### config.mk
export PLATFORM = sky130hd
export DESIGN_NAME = fifo_rd_stream
export DESIGN_NICKNAME = d
export VERILOG_FILES = /design/src/rtl/fifo_rd_stream.sv
export SDC_FILE = /design/constraint.sdc
export NUM_CORES = 1
export LEC_CHECK = 0
export ABC_AREA = 1
export ABC_CLOCK_PERIOD_IN_PS = 3410
export CORE_UTILIZATION = 53
export CTS_CLUSTER_SIZE = 12
export DETAILED_ROUTE_END_ITERATION = 12
export PLACE_DENSITY_LB_ADDON = 0.25
export SLEW_MARGIN = 30
export SYNTH_ARGS = -nofsm -noshare
export SYNTH_HDL_FRONTEND = slang
export SYNTH_SLANG_ARGS = --single-unit
export TNS_END_PERCENT = 10
### constraint.sdc
create_clock -name r_clk -period 3.41 [get_ports r_clk]
set_clock_uncertainty 0.1 [all_clocks]
set_input_delay 0.682 -clock r_clk [delete_from_list [all_inputs] [get_ports r_clk]]
set_output_delay 0.682 -clock r_clk [all_outputs]
set_load 0.03 [all_outputs]
### src/rtl/fifo_rd_stream.sv
// Drains a show-ahead async FIFO read port into a valid/ready stream through a
// two-entry skid buffer. It also generates m_last per packet and keeps a saturating pop count.
module fifo_rd_stream #(
  parameter int DATA_WIDTH = 8,
  parameter int PKT_LEN    = 4,
  parameter int CNT_WIDTH  = 16
) (
  input  logic                  r_clk,
  input  logic                  r_rst_n,
  input  logic                  r_empty,
  input  logic [DATA_WIDTH-1:0] r_data,
  output logic                  r_inc,
  output logic                  m_valid,
  input  logic                  m_ready,
  output logic [DATA_WIDTH-1:0] m_data,
  output logic                  m_last,
  output logic [CNT_WIDTH-1:0]  rd_count
);

  localparam int BW = (PKT_LEN > 1) ? $clog2(PKT_LEN) : 1;
  localparam logic [BW-1:0] LAST_BEAT = BW'(PKT_LEN - 1);

  typedef enum logic [1:0] {EMPTY = 2'd0, ONE = 2'd1, FULL2 = 2'd2} state_t;

  state_t                state, state_nxt;
  logic [DATA_WIDTH-1:0] head, tail;
  logic [BW-1:0]         beat;
  logic                  pop, deq;

  always_ff @(posedge r_clk or negedge r_rst_n) begin
    if (!r_rst_n) state <= EMPTY;
    else          state <= state_nxt;
  end

  always_comb begin
    state_nxt = state;
    unique case (state)
      EMPTY:   if (pop) state_nxt = ONE;
      ONE:     if (pop && !deq) state_nxt = FULL2;
               else if (!pop && deq) state_nxt = EMPTY;
      FULL2:   if (deq) state_nxt = ONE;
      default: state_nxt = EMPTY;
    endcase
  end

  // Reset gates the pop so no word is consumed before the first edge out of reset.
  always_comb begin
    pop     = r_rst_n & ~r_empty & (state != FULL2);
    m_valid = (state != EMPTY);
  end

  assign r_inc  = pop;
  assign deq    = m_valid & m_ready;
  assign m_data = head;
  assign m_last = m_valid & (beat == LAST_BEAT);

  always_ff @(posedge r_clk or negedge r_rst_n) begin
    if (!r_rst_n) begin
      head <= '0;
      tail <= '0;
    end else begin
      unique case (state)
        EMPTY: if (pop) head <= r_data;
        ONE: begin
          if (pop && deq) head <= r_data;
          else if (pop)   tail <= r_data;
        end
        FULL2: if (deq) head <= tail;
        default: ;
      endcase
    end
  end

  always_ff @(posedge r_clk or negedge r_rst_n) begin
    if (!r_rst_n) begin
      beat     <= '0;
      rd_count <= '0;
    end else begin
      if (deq) beat <= (beat == LAST_BEAT) ? '0 : beat + 1'b1;
      if (pop && (rd_count != {CNT_WIDTH{1'b1}})) rd_count <= rd_count + 1'b1;
    end
  end

endmodule
==> flow_metrics.env <==
export IMPL_io_buffers=38
export IMPL_via_per_inst=5.05
export IMPL_mostFrequentLayoutCells="94 x nand2_1, 37 x clkdlybuf4s50_1, 36 x dfrtp_1"
export IMPL_ant_nets=0
export IMPL_clkSinkCount=36
export IMPL_start_util_pct=55.8
export IMPL_clockBufferDepth=2
export IMPL_dieArea_mm2=0.00414
export IMPL_cts_buffers=5
export IMPL_p_per_area_mw_per_mm2=737
export IMPL_syn_nets=288
export IMPL_netlist_area_mm2=0.00206
export IMPL_period_share_pct=75.8
export IMPL_ir_worst_vdd_mv=0.476
export IMPL_ys_types=26
export IMPL_grt_max_degree=37
export IMPL_areaGrowthSynthToFinish_pct=25.3
export IMPL_slew_headroom_pct=63.3
export IMPL_ys_seq_area_share_pct=43.7
export IMPL_netlist_instances=272
export IMPL_dp_hpwl_um=3200
export IMPL_ctsResizeCount=0
export IMPL_tightest_slew_ns=0.549
export IMPL_r2r_start="state[0]"
export IMPL_clock_root_buffer="clkbuf_8"
export IMPL_cts_setup_buffers=0
export IMPL_maxCapViolations=0
export IMPL_ioPinCount=39
export IMPL_tns_ns=0
export IMPL_n_antenna_cell=0
export IMPL_drt_iter0_drc=118
export IMPL_met1_length_um=1930
export IMPL_leakage_nw=1.20
export IMPL_cts_clk_slew_worst_paths_ns=0.07
export IMPL_yosys_area_share_adder_pct=2.43
export IMPL_end_kind="output port"
export IMPL_synth_xor_area_share_pct=2.13
export IMPL_synth_top_family_by_area="simple AND/OR/NAND/NOR gates"
export IMPL_wire_per_inst_um=12.1
export IMPL_outcome="finished, final reports clean"
export IMPL_hold_buffers=0
export IMPL_grt_pass1_vias=1664
export IMPL_core_mm2=0.00369
export IMPL_remaining_drc_errors=0
export IMPL_ys_warn_count=0
export IMPL_avgSynthCellArea_um2=7.57
export IMPL_final_common_cell="nand2_1"
export IMPL_synthMuxAreaShare_pct=0
export IMPL_synth_compound_area_share_pct=10.6
export IMPL_drive_gt1_share_pct=10.8
export IMPL_cts_tree="done"
export IMPL_routed_wl_um=4390
export IMPL_grt_pass1_wl_um=7560
export IMPL_fin_crit_ns=2.58
export IMPL_wl_met2_um=2140
export IMPL_cp_required_ns=2.63
export IMPL_setup_viol=0
export IMPL_cp_arrival_ns=1.80
export IMPL_power_total_mw=1.90
export IMPL_ys_ff_latch=36
export IMPL_nets=330
export IMPL_critPathLaunch="r_rst_n"
export IMPL_via_count=1832
export IMPL_place_congestion=0.889
export IMPL_min_path_type="reg -> reg"
export IMPL_path_class="in -> out"
export IMPL_cp_max_fo=7
export IMPL_htreeDepth=2
export IMPL_hold_path_startpoint="tail[4]"
export IMPL_maxSlewViolCount=0
export IMPL_rsz0062_at_grt="no"
export IMPL_die_w_um=64.3
export IMPL_gr_usage_all_layers_pct=24.4
export IMPL_rows=22
export IMPL_insertion_delay_ns=0.29
export IMPL_overflow=0
export IMPL_antenna_found_initial=0
export IMPL_yosys_area_share_simple_pct=33.2
export IMPL_dieHeight_um=64.3
export IMPL_fmax_mhz=387
export IMPL_startpoint_type="input pin"
export IMPL_first_pass_iters=5
export IMPL_report_final_hold_viol_count=0
export IMPL_routed_top_layer="met4"
export IMPL_dr_wl_met3_um=229
sequential cells by signal, indices dropped and copies added (netlist names):
name / cells
rd_count: 16
tail: 8
state: 2
m_data: 8
beat: 2
critical path, cell delays in order:
cell             delay (ns)
clkdlybuf4s50_1        0.51
nand2_1                0.17
nor2_8                 0.24
buf_4                  0.20
cells in the mapped netlist, drive strengths merged:
library cell  count  share of area (%)
a21boi            1               0.55
a21oi             1               0.24
buf               3                1.6
clkbuf            1               0.18
dfrtp            36                 44
ha                4                2.4
inv              33                6.1
nand2           104                 20
nand3            12                2.9
nand3b            2               0.73
nand4             5                1.5
nor2             29                7.7
o21a              1               0.36
o21ai            35                9.4
xnor2             3                1.3
xor2              2               0.85
power breakdown:
group | internal [mW] | switching, mW | leakage, nW
Sequential | 0.578 | 0.133 | 0.463
Clock | 0.216 | 0.158 | 0.0541
Combinational | 0.319 | 0.495 | 0.682
logic make-up (layout without fill, tap and decap cells):
logic type | count (synthesis) | after routing
buf+inv | 37 | 80
simple gates | 152 | 152
xor+xnor | 5 | 5
compound gates | 38 | 38
flops | 36 | 36
fa+ha+maj | 4 | 4
through the flow:
stage | utilization [%] | instance area [um^2] | setup slack, ns | instances | hold slack [ns]
6_report | 69.9 | 2580 | 0.826 | 363 | 0.393
5_1_grt | 69.9 | 2580 | 0.781 | 363 | 0.432
4_1_cts | 69.9 | 2580 | 0.827 | 363 | 0.392
3_5_place_dp | 66.9 | 2470 | 0.721 | 355 | 0.373
3_3_place_gp | 66.9 | 2470 | 0.830 | 355 | 0.365
2_1_floorplan | - | 2060 | 1.39 | 272 | 0.286
metal layers:
metal / global-route usage (%) / vias up
met5: 0 / -
met4: 10.6 / 0
met3: 7.14 / 13
met2: 40.0 / 60
met1: 29.7 / 818
li1: - / 941
cell type report:
cell class | count | area [um^2]
clock buffer | 5 | 68.8
timing repair buffer | 39 | 385
multi-input combinational | 199 | 996
clock inverter | 3 | 42.5
inverter | 33 | 126
fill | 333 | 1110
tap | 48 | 60.1
sequential | 36 | 901
worst paths after layout:
kind	slack, ns	end	cells after the start
max in group asynchronous	2.11	beat[0]	2
worst min-delay path	0.39	tail[4]	2
worst max-delay path	0.83	r_inc	4
worst max register to register	1.38	m_data[7]	7
min in group asynchronous	0.78	rd_count[0]	2
worst min register to register	0.39	tail[4]	2
Note: power is estimated with default switching activity, not from simulation.
